## src/rtl/br_ctrl_fsm.sv

```systemverilog
// SLC-3 control sequencer: fetch/decode loop plus ADD, AND, NOT, BR and PSE execution.
// Outputs are decoded from the current state; sr2mux additionally follows ir[5] in the ALU states.
module br_ctrl_fsm #(
    parameter int MEM_WAIT = 2
) (
    input  logic        clk,
    input  logic        reset,
    input  logic        run,
    input  logic        continue_i,
    input  logic [15:0] ir,
    input  logic        branch,
    output logic        ld_mar,
    output logic        ld_mdr,
    output logic        ld_ir,
    output logic        ld_pc,
    output logic        ld_reg,
    output logic        ld_cc,
    output logic        gate_pc,
    output logic        gate_mdr,
    output logic        gate_alu,
    output logic        gate_marmux,
    output logic [1:0]  pcmux,
    output logic        addr1mux,
    output logic [1:0]  addr2mux,
    output logic [1:0]  aluk,
    output logic        sr2mux,
    output logic        mem_ena,
    output logic [3:0]  state_o
);

    typedef enum logic [3:0] {
        HALTED      = 4'd0,
        S_FETCH1    = 4'd1,
        S_FETCH2    = 4'd2,
        S_FETCH3    = 4'd3,
        S_DECODE    = 4'd4,
        S_ADD       = 4'd5,
        S_AND       = 4'd6,
        S_NOT       = 4'd7,
        S_BR        = 4'd8,
        S_BR_TAKE   = 4'd9,
        S_PAUSE     = 4'd10,
        S_PAUSE_REL = 4'd11
    } state_t;

    localparam logic [3:0] WAIT_LAST = 4'(MEM_WAIT - 1);

    state_t     state_reg, state_next;
    logic       ben_reg, ben_next;
    logic [3:0] wait_cnt_reg, wait_cnt_next;
    logic       mem_done;

    // Only the opcode and the imm5 select bit steer the sequencer.
    logic unused_ir;
    assign unused_ir = &{1'b0, ir[11:6], ir[4:0]};

    assign mem_done = (wait_cnt_reg == WAIT_LAST);

    always_ff @(posedge clk or posedge reset) begin
        if (reset) begin
            state_reg    <= HALTED;
            ben_reg      <= 1'b0;
            wait_cnt_reg <= 4'd0;
        end else begin
            state_reg    <= state_next;
            ben_reg      <= ben_next;
            wait_cnt_reg <= wait_cnt_next;
        end
    end

    always_comb begin
        state_next    = state_reg;
        ben_next      = ben_reg;
        wait_cnt_next = wait_cnt_reg;
        case (state_reg)
            HALTED:   if (run) state_next = S_FETCH1;
            S_FETCH1: state_next = S_FETCH2;
            S_FETCH2: begin
                if (mem_done) begin
                    wait_cnt_next = 4'd0;
                    state_next    = S_FETCH3;
                end else begin
                    wait_cnt_next = wait_cnt_reg + 4'd1;
                end
            end
            S_FETCH3: state_next = S_DECODE;
            S_DECODE: begin
                // BEN captures the flags as they stand during decode, not later in S_BR.
                ben_next = branch;
                case (ir[15:12])
                    4'b0001: state_next = S_ADD;
                    4'b0101: state_next = S_AND;
                    4'b1001: state_next = S_NOT;
                    4'b0000: state_next = S_BR;
                    4'b1101: state_next = S_PAUSE;
                    default: state_next = S_FETCH1;
                endcase
            end
            S_ADD, S_AND, S_NOT: state_next = S_FETCH1;
            S_BR:        state_next = ben_reg ? S_BR_TAKE : S_FETCH1;
            S_BR_TAKE:   state_next = S_FETCH1;
            S_PAUSE:     if (continue_i) state_next = S_PAUSE_REL;
            S_PAUSE_REL: if (!continue_i) state_next = S_FETCH1;
            default: begin
                state_next    = HALTED;
                wait_cnt_next = 4'd0;
            end
        endcase
    end

    always_comb begin
        ld_mar      = 1'b0;
        ld_mdr      = 1'b0;
        ld_ir       = 1'b0;
        ld_pc       = 1'b0;
        ld_reg      = 1'b0;
        ld_cc       = 1'b0;
        gate_pc     = 1'b0;
        gate_mdr    = 1'b0;
        gate_alu    = 1'b0;
        gate_marmux = 1'b0;
        pcmux       = 2'b00;
        addr1mux    = 1'b0;
        addr2mux    = 2'b00;
        aluk        = 2'b00;
        sr2mux      = 1'b0;
        mem_ena     = 1'b0;
        case (state_reg)
            S_FETCH1: begin
                gate_pc = 1'b1;
                ld_mar  = 1'b1;
                ld_pc   = 1'b1;
            end
            S_FETCH2: begin
                mem_ena = 1'b1;
                ld_mdr  = mem_done;
            end
            S_FETCH3: begin
                gate_mdr = 1'b1;
                ld_ir    = 1'b1;
            end
            S_ADD, S_AND, S_NOT: begin
                gate_alu = 1'b1;
                ld_reg   = 1'b1;
                ld_cc    = 1'b1;
                aluk     = (state_reg == S_ADD) ? 2'b00 :
                           (state_reg == S_AND) ? 2'b01 : 2'b10;
                sr2mux   = (state_reg != S_NOT) && ir[5];
            end
            S_BR_TAKE: begin
                ld_pc    = 1'b1;
                pcmux    = 2'b01;
                addr2mux = 2'b10;
            end
            default: ;
        endcase
    end

    assign state_o = state_reg;

endmodule

```

## config.mk

```make
export PLATFORM = sky130hd
export DESIGN_NAME = br_ctrl_fsm
export DESIGN_NICKNAME = d
export VERILOG_FILES = /design/src/rtl/br_ctrl_fsm.sv
export SDC_FILE = /design/constraint.sdc
export NUM_CORES = 1
export LEC_CHECK = 0
export CAP_MARGIN = 20
export CORE_ASPECT_RATIO = 0.75
export CORE_UTILIZATION = 36
export DETAILED_ROUTE_END_ITERATION = 7
export GPL_ROUTABILITY_DRIVEN = 0
export GPL_TIMING_DRIVEN = 0
export PLACE_DENSITY = 0.82
export SLEW_MARGIN = 20
export SYNTH_ARGS = -nofsm -noshare
export SYNTH_HDL_FRONTEND = slang
export SYNTH_SLANG_ARGS = --single-unit
```

## constraint.sdc

```tcl
create_clock -name clk -period 1.7 [get_ports clk]
set_clock_uncertainty 0.15 [all_clocks]
set_input_delay 0.17 -clock clk [delete_from_list [all_inputs] [get_ports clk]]
set_output_delay 0.17 -clock clk [all_outputs]
set_load 0.1 [all_outputs]
```

==> impl_metrics.json, run 1 <==
{
  "grt_max_degree": 11,
  "fin_crit_sh_pct": 120.3,
  "hold_class": "primary input to async pin",
  "track_usage_pct": 29.95,
  "synth_flop_cell": "dfrtp_1",
  "yosys.area.top_type": "dfrtp_1",
  "syn_area_um2": 728.2,
  "worst-path-max-fanout": 2,
  "layout-drive-gt1-share_pct": 62.25,
  "cts_max_level": 1,
  "numPortBuffers": 28,
  "status": "finished, violations left",
  "clock_latency_ns": 0.27,
  "root_buffer": "clkbuf_4",
  "synth.distinct_cells": 36,
  "first_pass_iters": 5,
  "path_clk_slew_ns": 0.07,
  "start_util_pct": 39.97,
  "max_stage_delay_ns": 0.39,
  "ys_seq_elements": 9,
  "die_area_um2": 2208,
  "die_h_um": 40.95,
  "gr-total-overflow": 0,
  "fin_crit_ns": 2.044,
  "synthMuxAreaShare_pct": 2.062,
  "synth_cells": 89,
  "synth_compound_area_share_pct": 20.79,
  "seq_area_frac_synth_pct": 30.93,
  "n_antenna_cell": 0,
  "worstMarginPinSlew_ns": 0.5686,
  "synth_top_family_by_area": "simple AND/OR/NAND/NOR gates",
  "synth_xor_area_share_pct": 0,
  "fmax_mhz": 489.1,
  "cp.buffers_inverters": 2,
  "rsz0062_at_grt": "yes",
  "cts.sinks": 9,
  "worst_path_dominant_cell_family": "simple AND/OR/NAND/NOR gates",
  "synth_fa_ha_area_share_pct": 3.436,
  "grt_pass1_vias": 900,
  "area_delta_synth_final_pct": 139.3,
  "violations": "negative setup slack",
  "die_w_um": 53.93,
  "synth-edff-count": 0,
  "required_ns": 1.38,
  "wl_per_cell_um": 24.23,
  "slew_headroom_pct": 62.27,
  "start_kind": "register",
  "viasPerCell": 6.243,
  "drt-total-wl_um": 4192,
  "detail-route-antenna-nets": 0,
  "dr_total_vias": 1080,
  "fin_hold_ws_ns": 0.03136,
  "yosysWarnings": 0,
  "first_iter_violations": 60,
  "setup_viol": 23,
  "io_pins": 44,
  "path_class": "register to output port",
  "async_flop_share_pct": 100.0,
  "cts_hold_buffers": 0,
  "worst_slack_ns": -0.3445,
  "grt_pass1_wl_um": 4326,
  "netlist_top_cells_area": "dfrtp_1 31%, buf_4 9.3%, nand2_1 7.2%, nor2_1 3.6%, ha_1 3.4%",
  "dpl.hpwl_um": 1451,
  "drc_errors": 0,
  "antenna_found_initial": 0,
  "hold_viol": 0,
  "cp_slowest_cell": "dfrtp_1",
  "nNetsFinal": 175,
  "synth_area_per_cell_um2": 8.182,
  "drv_cap": 0,
  "core_um2": 1822,
  "placed_area_um2": 1220,
  "rows": 13,
  "cts_made_buffers": 3,
  "critPathArrivalTime_ns": 1.72,
  "slew_violations": 0,
  "yosys.area_share.simple_pct": 27.84,
  "final_area_um2": 1743,
  "synth.top_cell.area_share_pct": 30.93,
  "crit_chain": "inv_1, ha_1, or3b_4, nor4_4, buf_6",
  "post-place-ws_ns": -1.111,
  "clockBufferDepth": 2,
  "tritoncts": "yes",
  "final_core_util_pct": 95.67,
  "end_kind": "output port"
}
[what timing repair did]
item / CTS / global route
pin swaps: 10 / 8
gates cloned: 0 / 1
setup endpoints to repair: 22 / 23
buffers inserted: 17 / 9
gates resized for setup: 157 / 20
[worst register-to-register path, cell delays in order (launching register included)]
cell and delay, ns:
dfrtp_1 0.39, inv_1 0.08, ha_1 0.15, or3b_4 0.39, buf_4 0.15, buf_6 0.11
o2111ai_2 0.18, o211ai_1 0.13, a21oi_1 0.16
[stage by stage]
step | std cells | TNS, ns
after floorplan | 92 | -13.62
after global placement | 142 | -14.15
after detailed placement | 142 | -14.43
after CTS | 163 | -2.707
after global routing | 173 | -5.124
final | 173 | -4.245
[path summary, 6_finish.rpt]
path                                       from               to  slack (ns)  depth (start not counted)
worst min register to register  wait_cnt_reg[3]  wait_cnt_reg[3]        0.43                          1
max in group asynchronous                 reset       state_o[0]        1.07                          2
worst min-delay path                      reset       state_o[1]        0.03                          2
worst max register to register  wait_cnt_reg[1]       state_o[0]       -0.29                          8
worst max-delay path            wait_cnt_reg[1]           ld_mdr       -0.34                          5
min in group clk                         branch          ben_reg        0.40                          2
[synthesized netlist by cell type, types with 2 or more instances]
library cell	number
nand2_1	14
buf_4	9
dfrtp_1	9
nor2_1	7
a21oi_1	4
inv_1	4
buf_2	3
a21o_1	2
and3_1	2
ha_1	2
nand3_1	2
nor3_1	2
nor3b_1	2
o211ai_1	2
o21ai_0	2
o21ai_1	2
o21bai_1	2
[routing by layer]
layer	vias up	track usage, %	wire [µm]
met1	510	37.11	1537
met3	28	7.037	505
met2	118	51.54	1976
met5	-	0	0
met4	0	10.53	172
li1	424	-	-
[logic make-up (layout without fill, tap and decap cells)]
kind of cell             after synthesis  count (layout)
buffers and inverters                 18              77
multiplexers                           1               1
AO/OA/AOI/OAI                         22              22
flip-flops                             9               9
other                                  1               4
AND/OR/NAND/NOR                       36              36
adder cells (fa/ha/maj)                2               2
[placed cells by master, fill, tap and decap left out, types with 4 or more instances in the layout]
master	instances
buf_6	10
dfrtp_4	4
buf_4	23
conb_1	4
clkdlybuf4s50_1	9
buf_12	19
nor2_4	4
nand2_1	9
nor2_1	4
dfrtp_1	5
[final cells by class]
type	instances	area, µm²
plain buffers	13	175.2
fillers	39	78.83
clock buffers	3	22.52
clock inverters	1	5.005
multi-input cells	65	556.8
flip-flops and latches	9	240.2
repair buffers	55	674.4
well taps	22	27.53
inverters	5	41.29
Power of run 1 is left out: the tool's default activity adds up to more than one toggle a clock period on the data nets, which glitch-free logic cannot reach.
==> run 2: changes to the inputs <==
==> constraint.sdc (replaced) <==
create_clock -name clk -period 1.7 [get_ports clk]
set_clock_uncertainty 0.15 [all_clocks]
set_input_delay 0.34 -clock clk [delete_from_list [all_inputs] [get_ports clk]]
set_output_delay 0.34 -clock clk [all_outputs]
set_load 0.1 [all_outputs]
==> impl_metrics.json, run 2 <==
{
  "status": "did not finish",
  "stop_stage": "global routing",
  "firstError": "[ERROR DPL-0038] Utilization greater than 100%, impossible to legalize",
  "synth_cells": 89,
  "dpl.hpwl_um": 1508,
  "root_buffer": "clkbuf_4",
  "rows": 13,
  "yosysWarnings": 0,
  "synth.top_cell.area_share_pct": 30.93,
  "netlist_top_cells_area": "dfrtp_1 31%, buf_4 9.3%, nand2_1 7.2%, nor2_1 3.6%, ha_1 3.4%",
  "numPortBuffers": 28,
  "yosys.area.top_type": "dfrtp_1",
  "cts_made_buffers": 3,
  "synth.distinct_cells": 36,
  "seq_area_frac_synth_pct": 30.93,
  "start_util_pct": 39.97,
  "cts_hold_buffers": 0,
  "grt_max_degree": 11,
  "synth_commonest_cells": "14 x nand2_1, 9 x buf_4, 9 x dfrtp_1",
  "die_h_um": 40.95,
  "endpoint_type": "primary output",
  "synth_flop_cell": "dfrtp_1",
  "ys_seq_elements": 9,
  "cts_max_level": 1,
  "cts.sinks": 9,
  "synth_area_per_cell_um2": 8.182,
  "synth.most_common_cell": "nand2_1",
  "crit_endpoint": "ld_mdr",
  "die_w_um": 53.93,
  "post-place-ws_ns": -1.230,
  "async_flop_share_pct": 100.0,
  "syn_area_um2": 728.2,
  "io_pins": 44,
  "clockBufferDepth": 2,
  "synth-edff-count": 0
}
[run 2: cell counts after synthesis]
No cell type changed its count.
[run 2: cell families after synthesis]
logic type / Yosys count / share of synthesized area [%]
AOI/OAI and AO/OA: 22 / 20.79
adders and majority gates: 2 / 3.436
buffers and inverters: 18 / 14.43
DFF: 9 / 30.93
muxes: 1 / 2.061
other: 1 / 0.5150
and+or+nand+nor: 36 / 27.84
[run 2: metrics by stage]
| stage | instances | cell area, µm² | hold WS [ns] | TNS (ns) | utilization [%] |
|---|---|---|---|---|---|
| after floorplan | 92 | 910.9 | 0.01800 | -15.66 | - |
| after global placement | 142 | 1219 | 0.3684 | -16.71 | 66.90 |
| after detailed placement | 142 | 1219 | 0.3574 | -17.16 | 66.90 |
| after CTS | 167 | 1630 | 0.1793 | -5.103 | 89.49 |
[run 2: repair_timing]
item | 4_1_cts
pin swaps | 9
setup endpoints to repair | 22
gates resized for setup | 172
setup buffers | 21
==> run 3: changes to the inputs <==
--- a/config.mk
+++ b/config.mk
@@ -6,12 +6,12 @@
 export NUM_CORES = 1
 export LEC_CHECK = 0
 export CAP_MARGIN = 20
-export CORE_ASPECT_RATIO = 0.75
-export CORE_UTILIZATION = 36
+export CORE_AREA = 2 2 63 65
 export DETAILED_ROUTE_END_ITERATION = 7
+export DIE_AREA = 0 0 65 67
 export GPL_ROUTABILITY_DRIVEN = 0
 export GPL_TIMING_DRIVEN = 0
-export PLACE_DENSITY = 0.82
+export PLACE_DENSITY_LB_ADDON = 0.15
 export SLEW_MARGIN = 20
 export SYNTH_ARGS = -nofsm -noshare
 export SYNTH_HDL_FRONTEND = slang
==> impl_metrics.json, run 3 (synthesis gave the netlist of run 1 again) <==
{
  "cts_made_buffers": 3,
  "worst-path-max-fanout": 2,
  "grt_max_degree": 11,
  "rows": 22,
  "io_pins": 44,
  "start_util_pct": 20.19,
  "fin_crit_ns": 2.095,
  "numPortBuffers": 28,
  "hold_class": "primary input to async pin",
  "path_clk_slew_ns": 0.05,
  "worst_slack_ns": -0.3949,
  "viasPerCell": 4.345,
  "fmax_mhz": 477.4,
  "first_iter_violations": 19,
  "hold_viol": 0,
  "detail-route-antenna-nets": 0,
  "dr_total_vias": 869,
  "clock_latency_ns": 0.23,
  "track_usage_pct": 10.70,
  "violations": "negative setup slack",
  "cts_hold_buffers": 0,
  "end_kind": "output port",
  "status": "finished, violations left",
  "grt_pass1_wl_um": 3601,
  "drv_cap": 0,
  "rrSetupSlack_ns": -0.21,
  "cts.sinks": 9,
  "drc_errors": 0,
  "root_buffer": "clkbuf_8",
  "core_um2": 3606,
  "gr-total-overflow": 0,
  "grt_pass1_vias": 814,
  "fin_hold_ws_ns": 0.2227,
  "fin_crit_sh_pct": 123.2,
  "first_pass_iters": 4,
  "tritoncts": "yes",
  "worstReg2RegStart": "state_o[2]",
  "placed_area_um2": 1251,
  "drt-total-wl_um": 2430,
  "layout-drive-gt1-share_pct": 62.50,
  "grt_use_met3_pct": 2.872,
  "layout_commonest_cell": "buf_4",
  "ff2ff_path_depth": 7,
  "area_delta_synth_final_pct": 141.6,
  "final_core_util_pct": 48.79,
  "clockBufferDepth": 2,
  "rsz0062_at_grt": "yes",
  "slew_violations": 0,
  "die_area_um2": 4355,
  "dpl.hpwl_um": 1500,
  "reg2reg_to": "wait_cnt_reg[3]",
  "path_class": "register to output port",
  "n_antenna_cell": 0,
  "final_area_um2": 1759,
  "required_ns": 1.21,
  "setup_viol": 24,
  "wl_per_cell_um": 12.15,
  "start_kind": "register",
  "critPathArrivalTime_ns": 1.60,
  "antenna_found_initial": 0,
  "met2_usage_pct": 18.43,
  "fin_setup_tns_ns": -4.764,
  "use_met1_pct": 13.60,
  "nNetsFinal": 176,
  "busiest_layer": "met2",
  "mostFrequentLayoutCells": "23 x buf_4, 18 x buf_12, 13 x buf_6, 9 x nand2_1, 9 x clkdlybuf4s50_1",
  "die_h_um": 67,
  "die_w_um": 65,
  "cts_max_level": 1
}
## run 3: cell type report
class,count,area (µm²)
Fill cell,333,1847
Tap cell,48,60.06
Buffer,13,182.7
Timing Repair Buffer,56,636.9
Clock inverter,1,5.005
Clock buffer,3,41.29
Multi-Input combinational cell,65,551.8
Sequential cell,9,240.2
Inverter,5,41.29
## run 3: critical path, stage by stage, from the launching register on
cell,delay (ns)
dfrtp_1,0.37
inv_1,0.06
ha_1,0.12
or3b_4,0.40
nor4_4,0.16
buf_6,0.26
## run 3: layer usage
metal  wire length, µm  vias up
li1                  -      425
met1              1108      417
met2              1198       25
met3               104        2
met4                18        0
met5                 0        -
## run 3: worst max-delay path by stage
stage	end	startpoint
detailed placement	ld_mar	state_o[2]
finish	ld_mdr	wait_cnt_reg[1]
floorplan	sr2mux	state_o[3]
CTS	ld_mdr	wait_cnt_reg[1]
global placement	ld_mar	state_o[2]
global route	ld_mdr	wait_cnt_reg[1]
## run 3: timing repair
action	in CTS	in global routing
setup buffers	15	16
resized for setup	168	22
cloned	0	0
pin swaps	11	9
setup endpoints to repair	22	23
## run 3: per-stage QoR
step / instances / setup slack (ns)
6_report: 200 / -0.3949
2_1_floorplan: 92 / -1.168
3_3_place_gp: 168 / -1.217
4_1_cts: 187 / -0.4112
5_1_grt: 200 / -0.4408
3_5_place_dp: 168 / -1.212
Power of run 3 is left out for the same reason.
==> run 4: changes to the inputs <==
==> constraint.sdc (replaced) <==
create_clock -name clk -period 1.7 [get_ports clk]
set_clock_uncertainty 0.15 [all_clocks]
set_input_delay 0.255 -clock clk [delete_from_list [all_inputs] [get_ports clk]]
set_output_delay 0.255 -clock clk [all_outputs]
set_load 0.1 [all_outputs]
==> impl_metrics.json, run 4 (synthesis gave the netlist of run 1 again) <==
{
  "status": "finished, violations left",
  "violations": "negative setup slack",
  "cts_max_level": 1,
  "fin_crit_sh_pct": 118.6,
  "required_ns": 1.29,
  "start_util_pct": 20.19,
  "nNetsFinal": 176,
  "start_kind": "register",
  "drc_errors": 0,
  "worst_slack_ns": -0.3169,
  "fin_crit_ns": 2.017,
  "layout_commonest_cell": "buf_4",
  "cp_slowest_cell": "dfrtp_4",
  "layout-drive-gt1-share_pct": 60.53,
  "die_area_um2": 4355,
  "root_buffer": "clkbuf_8",
  "rows": 22,
  "multi_input_area_um2": 551.8,
  "worst-path-max-fanout": 5,
  "final_core_util_pct": 49.58,
  "cpMostUsedCell": "buf_12",
  "path_class": "register to output port",
  "numPortBuffers": 28,
  "critPathArrivalTime_ns": 1.61,
  "max_stage_delay_ns": 0.44,
  "drv_cap": 0,
  "hold_viol": 0,
  "hold_class": "primary input to async pin",
  "antenna_found_initial": 0,
  "core_um2": 3606,
  "fillCellCount": 326,
  "viasPerCell": 4.250,
  "first_iter_violations": 14,
  "setup_viol": 21,
  "clockBufferDepth": 2,
  "area_delta_synth_final_pct": 145.5,
  "detail-route-antenna-nets": 0,
  "track_usage_pct": 11.24,
  "gr-total-overflow": 0,
  "grt_max_degree": 11,
  "grt_pass1_vias": 856,
  "slew_violations": 0,
  "mostFrequentLayoutCells": "27 x buf_4, 19 x buf_12, 11 x nand2_1, 9 x clkdlybuf4s50_1, 7 x buf_6",
  "cts_made_buffers": 3,
  "tritoncts": "yes",
  "io_pins": 44,
  "path_clk_slew_ns": 0.05,
  "wl_per_cell_um": 12.49,
  "dr_total_vias": 850,
  "grt_pass1_wl_um": 3698,
  "fmax_mhz": 495.8,
  "n_antenna_cell": 0,
  "rsz0062_at_grt": "yes",
  "clock_latency_ns": 0.23,
  "die_w_um": 65,
  "final_area_um2": 1788,
  "slew_headroom_pct": 63.40,
  "first_pass_iters": 4,
  "ff_latch_area_um2": 240.2,
  "crit_chain": "buf_12, inv_6, a211oi_4, and3_4, buf_12",
  "drt-total-wl_um": 2497,
  "cts.sinks": 9,
  "die_h_um": 67,
  "end_kind": "output port",
  "dpl.hpwl_um": 1560,
  "worstMarginPinSlew_ns": 0.5516,
  "fin_setup_tns_ns": -3.583,
  "placed_area_um2": 1249
}
==> run 4: final cells by class <==
cell class | instances | area share (%)
Tap cell | 48 | 3.359
Sequential cell | 9 | 13.44
Inverter | 5 | 2.169
Clock buffer | 4 | 2.519
Buffer | 13 | 9.797
Multi-Input combinational cell | 65 | 30.86
Timing Repair Buffer | 56 | 37.86
==> run 4: what timing repair did <==
item	in CTS	in global routing
hold buffers	0	0
gates resized for setup	157	15
pin swaps	9	6
cloned	0	1
setup buffers	14	13
endpoints found under the setup margin	22	23
==> run 4: stage by stage <==
stage,worst slack [ns],std cells,hold WS [ns]
finish,-0.3169,200,0.1363
global route,-0.3823,200,0.1673
CTS,-0.3098,186,0.1463
detailed placement,-1.194,168,0.3777
global placement,-1.200,168,0.3591
floorplan,-1.083,92,-0.06700
==> run 4: routing by layer <==
layer | share of wire, % | global-route usage (%) | up-vias
met1 | 43 | 12.38 | 401
met4 | 0.60 | 2.394 | 0
met5 | 0 | 0 | -
met2 | 52 | 21.13 | 20
li1 | - | - | 427
met3 | 4.4 | 3.378 | 2
==> run 4: worst paths after layout <==
path | endpoint | depth (start not counted) | from | slack [ns]
min in group clk | ben_reg | 1 | ben_reg | 0.38
hold / removal | state_o[3] | 2 | reset | 0.14
hold reg to reg | ben_reg | 1 | ben_reg | 0.38
setup reg to reg | state_o[0] | 8 | wait_cnt_reg[1] | -0.14
setup / recovery | sr2mux | 5 | state_o[1] | -0.32
max in group asynchronous | state_o[2] | 2 | reset | 0.97
==> run 4: worst max-delay path, delay by kind of cell, from the launching register on <==
kind	cells	cell delay [ns]
AO/OA/AOI/OAI	1	0.33
flip-flops	1	0.44
AND/OR/NAND/NOR	1	0.26
buffers and inverters	3	0.35
Power of run 4 is left out for the same reason.
